File: src/rtl/calc_pkg.sv
// Shared definitions for the signed-binary to three-digit BCD converter:
// FSM state encoding, digit count and default widths/limits.
package calc_pkg;

    localparam int BCD_DIGITS  = 3;
    localparam int BCD_W       = BCD_DIGITS * 4;
    localparam int BIN_W_DEF   = 11;
    localparam int MAX_MAG_DEF = 999;
    // Saturated magnitude always fits 10 bits, so double-dabble runs 10 iterations.
    localparam int SHIFT_BITS  = 10;
    localparam int SR_W        = BCD_W + SHIFT_BITS;
    localparam int ITER_W      = 4;

    typedef enum logic [1:0] {
        IDLE  = 2'd0,
        ABS   = 2'd1,
        SHIFT = 2'd2,
        DONE  = 2'd3
    } state_e;

endpackage

File: src/rtl/bcd_add3.sv
// Double-dabble digit correction: a BCD digit of 5 or more gets +3 so the
// following left shift carries correctly into the next decade.
module bcd_add3 (
    input  logic [3:0] digit_i,
    output logic [3:0] digit_o
);

    // Conditional +3 correction of one digit.
    always_comb begin
        digit_o = digit_i;
        if (digit_i >= 4'd5) begin
            digit_o = digit_i + 4'd3;
        end else begin
            digit_o = digit_i;
        end
    end

endmodule

File: src/rtl/binary_to_bcd_converter.sv
// Converts a signed two's-complement ALU result into sign + saturated
// three-digit BCD magnitude using a sequential double-dabble engine.
module binary_to_bcd_converter
    import calc_pkg::*;
#(
    parameter int BIN_W   = BIN_W_DEF,
    parameter int MAX_MAG = MAX_MAG_DEF
) (
    input  logic             clk,
    input  logic             rst,
    input  logic             start,
    input  logic [BIN_W-1:0] alu_bin,
    output logic             busy,
    output logic             done,
    output logic [11:0]      alu_out,
    output logic             alu_sign,
    output logic             overflow,
    output logic             result_valid
);

    state_e                state_q,    state_d;
    logic [BIN_W-1:0]      bin_q,      bin_d;
    logic [SR_W-1:0]       sr_q,       sr_d;
    logic [ITER_W-1:0]     iter_q,     iter_d;
    logic                  sign_q,     sign_d;
    logic                  ovf_q,      ovf_d;
    logic [BCD_W-1:0]      alu_out_q,  alu_out_d;
    logic                  alu_sign_q, alu_sign_d;
    logic                  overflow_q, overflow_d;
    logic                  valid_q,    valid_d;
    logic                  busy_q,     busy_d;
    logic                  done_q,     done_d;

    logic [BIN_W-1:0]      mag_s;
    logic                  mag_ovf_s;
    logic [SHIFT_BITS-1:0] mag_sat_s;
    logic [SR_W-1:0]       corr_s;
    logic [SR_W-1:0]       shifted_s;

    // Magnitude of the captured operand; -2^(BIN_W-1) maps to 2^(BIN_W-1) unsigned.
    always_comb begin
        mag_s = bin_q;
        if (bin_q[BIN_W-1]) begin
            mag_s = (~bin_q) + {{(BIN_W-1){1'b0}}, 1'b1};
        end else begin
            mag_s = bin_q;
        end
        mag_ovf_s = (mag_s > BIN_W'(MAX_MAG));
        mag_sat_s = mag_ovf_s ? SHIFT_BITS'(MAX_MAG) : mag_s[SHIFT_BITS-1:0];
    end

    for (genvar g = 0; g < BCD_DIGITS; g++) begin : g_add3
        bcd_add3 u_add3 (
            .digit_i(sr_q[SHIFT_BITS + 4*g +: 4]),
            .digit_o(corr_s[SHIFT_BITS + 4*g +: 4])
        );
    end
    assign corr_s[SHIFT_BITS-1:0] = sr_q[SHIFT_BITS-1:0];
    assign shifted_s = corr_s << 1;

    // Next-state and datapath update for the conversion FSM.
    always_comb begin
        state_d    = state_q;
        bin_d      = bin_q;
        sr_d       = sr_q;
        iter_d     = iter_q;
        sign_d     = sign_q;
        ovf_d      = ovf_q;
        alu_out_d  = alu_out_q;
        alu_sign_d = alu_sign_q;
        overflow_d = overflow_q;
        valid_d    = valid_q;
        case (state_q)
            IDLE: begin
                if (start) begin
                    bin_d   = alu_bin;
                    state_d = ABS;
                end else begin
                    state_d = IDLE;
                end
            end
            ABS: begin
                sr_d    = {{BCD_W{1'b0}}, mag_sat_s};
                sign_d  = bin_q[BIN_W-1] & (mag_s != {BIN_W{1'b0}});
                ovf_d   = mag_ovf_s;
                iter_d  = {ITER_W{1'b0}};
                state_d = SHIFT;
            end
            SHIFT: begin
                sr_d = shifted_s;
                if (iter_q == ITER_W'(SHIFT_BITS - 1)) begin
                    iter_d     = {ITER_W{1'b0}};
                    alu_out_d  = shifted_s[SR_W-1:SHIFT_BITS];
                    alu_sign_d = sign_q;
                    overflow_d = ovf_q;
                    valid_d    = 1'b1;
                    state_d    = DONE;
                end else begin
                    iter_d = iter_q + {{(ITER_W-1){1'b0}}, 1'b1};
                end
            end
            DONE: begin
                if (start) begin
                    bin_d   = alu_bin;
                    state_d = ABS;
                end else begin
                    state_d = IDLE;
                end
            end
            default: begin
                state_d = IDLE;
            end
        endcase
        busy_d = (state_d == ABS) || (state_d == SHIFT);
        // Pulse trails the DONE state so back-to-back pulses keep a 12-cycle pitch.
        done_d = (state_q == DONE);
    end

    // State and output registers with asynchronous clear.
    always_ff @(posedge clk or posedge rst) begin
        if (rst) begin
            state_q    <= IDLE;
            bin_q      <= {BIN_W{1'b0}};
            sr_q       <= {SR_W{1'b0}};
            iter_q     <= {ITER_W{1'b0}};
            sign_q     <= 1'b0;
            ovf_q      <= 1'b0;
            alu_out_q  <= {BCD_W{1'b0}};
            alu_sign_q <= 1'b0;
            overflow_q <= 1'b0;
            valid_q    <= 1'b0;
            busy_q     <= 1'b0;
            done_q     <= 1'b0;
        end else begin
            state_q    <= state_d;
            bin_q      <= bin_d;
            sr_q       <= sr_d;
            iter_q     <= iter_d;
            sign_q     <= sign_d;
            ovf_q      <= ovf_d;
            alu_out_q  <= alu_out_d;
            alu_sign_q <= alu_sign_d;
            overflow_q <= overflow_d;
            valid_q    <= valid_d;
            busy_q     <= busy_d;
            done_q     <= done_d;
        end
    end

    assign busy         = busy_q;
    assign done         = done_q;
    assign alu_out      = alu_out_q;
    assign alu_sign     = alu_sign_q;
    assign overflow     = overflow_q;
    assign result_valid = valid_q;

endmodule

File: config.mk
export PLATFORM = sky130hd
export DESIGN_NAME = binary_to_bcd_converter
export DESIGN_NICKNAME = d
export VERILOG_FILES = /design/src/rtl/calc_pkg.sv /design/src/rtl/bcd_add3.sv /design/src/rtl/binary_to_bcd_converter.sv
export SDC_FILE = /design/constraint.sdc
export NUM_CORES = 1
export LEC_CHECK = 0
export CORE_ASPECT_RATIO = 1.1
export CORE_MARGIN = 5
export CORE_UTILIZATION = 61
export DETAILED_ROUTE_END_ITERATION = 10
export GPL_TIMING_DRIVEN = 0
export MAX_ROUTING_LAYER = met4
export PLACE_DENSITY = 0.91
export RECOVER_POWER = 50
export SLEW_MARGIN = 5
export SYNTH_ARGS = -nofsm -noshare
export SYNTH_HDL_FRONTEND = slang
export SYNTH_HIERARCHICAL = 1
export SYNTH_SLANG_ARGS = --single-unit
File: constraint.sdc
create_clock -name clk -period 3.5 [get_ports clk]
set_input_delay 0.7 -clock clk [delete_from_list [all_inputs] [get_ports clk]]
set_output_delay 0.7 -clock clk [all_outputs]
set_load 0.01 [all_outputs]
==> impl_metrics.tcl <==
set metrics [dict create \
    crit_required_ps 3780 \
    drive_above_1_share_pct 16.02 \
    finalSetupViolations 0 \
    rsz0062_at_grt "false" \
    clk_path_buf_depth 2 \
    grt-ovfl-total 0 \
    cp-end-kind "flop" \
    rrSetupSlack_ps 1080 \
    crit_fanout 9 \
    die_h_um 83.70 \
    max_freq_ghz 0.4129 \
    cts.htree.levels 3 \
    power_mw 2.994 \
    tightest_slew_ps 1075 \
    dr.first_iter.drc_count 143 \
    hold_viol 0 \
    dp_hpwl_um 4284 \
    nNetsFinal 358 \
    cts.sinks 58 \
    critical-path-slowest-cell "a2111oi_0" \
    critical_path_class "reg2reg" \
    crit_path_start_kind "flop" \
    cp_slowest_stage_delay_ps 500 \
    pwr-share-comb_pct 42.5 \
    status "finished clean" \
    num_vias 2319 \
    cts_hold_buffers 0 \
    clock_latency_ps 340 \
    die_w_um 77.00 \
    slew_violations 0 \
    multi_input_area_mm2 0.001431 \
    cellPowerDensity_mw_per_mm2 826.8 \
    syn_area_mm2 0.003012 \
    grt_max_degree 33 \
    post-route-period-util_pct 69.20 \
    ctsResizeCount 0 \
    antenna_found_initial 0 \
    ios 31 \
    ir_drop_v 0.0005475 \
    cts_tree "done" \
    wirelength_um 6130 \
    cts.reportedPaths.clkPinSlew_ps 60 \
    n_fill_cell 326 \
    min_path_type "reg2reg" \
    die_area_mm2 0.006444 \
    syn-num-nets 316 \
    seq_area_mm2 0.001451 \
    drc 0 \
    grt_pass1_wl_um 10610 \
    swShare_pct 39.63 \
    syn_inst 290 \
    cts_buffers 9 \
    synth.avg_cell_area_um2 10.38 \
    wl_per_cell_um 15.60 \
    avgViaCountPerCell 5.901 \
    finalClockSkew_ps 6.622 \
    relSlewSlack_pct 28.24 \
    cts_setup_buffers 0 \
    area_growth_pct 20.23 \
    root_buffer "clkbuf_8" \
    coreArea_mm2 0.004717 \
    routabilityCongestion 0.8540 \
    cp_cell_sequence "or3_1 -> clkbuf_1 -> a2111oi_0 -> nor4_1 -> and4_4 -> o41ai_1 -> o21a_1" \
    track_usage_pct 20.58 \
    finalSetupTns_ps 0 \
    netSwitchingPower_mw 1.186 \
    critPathArrivalTime_ps 2700 \
    maxCapViolCount 0 \
    fin_crit_ps 2422 \
    rows 26 \
    pwr-share-seq_pct 34.6 \
    p_leak_nw 1.633 \
    initial_core_util_pct 63.85 \
    dpl_cell_area_mm2 0.003402 \
    firstDrtPassIters 4 \
    power.share.clock_pct 22.9 \
    grt_pass1_vias 2344 \
    p_int_mw 1.807 \
    final_cell_area_mm2 0.003621 \
    io_buffers 30 \
    ant_nets 0 \
    utilization_pct 76.76 \
    ys.warnings.count 6 \
    diodes 0 \
]
-- final cells by class --
| type | instances | area share [%] |
|---|---|---|
| plain buffers | 12 | 1.693 |
| clock buffers | 11 | 3.905 |
| clock inverters | 5 | 2.142 |
| inverters | 18 | 1.866 |
| multi-input cells | 202 | 39.53 |
| flip-flops and latches | 58 | 40.08 |
| well taps | 56 | 1.935 |
| repair buffers | 31 | 8.846 |
-- power by group through the flow --
stage | clock [mW] | combinational, mW | sequential, mW
6_report | 0.684 | 1.27 | 1.04
2_1_floorplan | 0 | 0.969 | 1.00
4_1_cts | 0.692 | 1.26 | 1.03
3_5_place_dp | 0 | 1.25 | 1.04
3_3_place_gp | 0 | 1.20 | 1.03
5_1_grt | 0.726 | 1.42 | 1.07
-- worst paths after layout --
| check | end | cells past startpoint | start |
|---|---|---|---|
| max | sr_q[3] | 7 | bin_q[0] |
| min | result_valid | 1 | result_valid |
| max reg2reg | sr_q[3] | 7 | bin_q[0] |
| min reg2reg | result_valid | 1 | result_valid |
| max in group asynchronous | result_valid | 3 | rst |
| min in group asynchronous | iter_q[3] | 2 | rst |
-- placed cells by master, fill, tap and decap left out, types with 2 or more instances in the layout --
cell type         n
o21ai_1           2
nand2_1          38
o21a_1            2
mux2i_1           4
bufinv_16         2
clkdlybuf4s50_1  29
o21ai_0          21
xnor2_1           6
dfrtp_1          58
nand3_1           5
nor4_1            4
nor2_1           10
ha_1             12
a22o_1            9
a21oi_1          14
buf_6             2
nand2b_1         10
a21oi_2           3
o41ai_1           2
or3_1             3
or4_4             2
clkbuf_1         10
clkbuf_8         10
mux2_2           25
o31ai_1           5
xor2_1            4
inv_1            17
clkinv_2          2
and2_1            2
-- registers in the layout, indices dropped and copies added, names as in the netlist --
register,count
sign_q,1
alu_out,12
state_q,2
sr_q,22
done,1
busy,1
bin_q,11
overflow,1
ovf_q,1
result_valid,1
alu_sign,1
iter_q,4
-- metal layers --
layer	track usage (%)	part of all wire, %	vias up
li1	-	-	1112
met2	34.67	51	49
met5	-	0	-
met4	7.031	1.2	0
met3	5.940	5.1	9
met1	23.38	43	1149
-- stage by stage --
stage | setup WS, ps | std cells | hold slack, ps
2_1_floorplan | 1233 | 290 | 445.8
3_3_place_gp | 398.3 | 376 | 450.4
3_5_place_dp | 1099 | 377 | 457.1
4_1_cts | 1080 | 393 | 471.6
5_1_grt | 912.6 | 393 | 496.1
6_report | 1078 | 393 | 467.5
-- critical path: cells and delay by family (launching register included) --
| kind | cells | cell delay (ps) |
|---|---|---|
| compound gates | 3 | 990 |
| buf+inv | 1 | 200 |
| flops | 1 | 410 |
| simple gates | 3 | 760 |
Note: power is estimated with default switching activity, not from simulation.
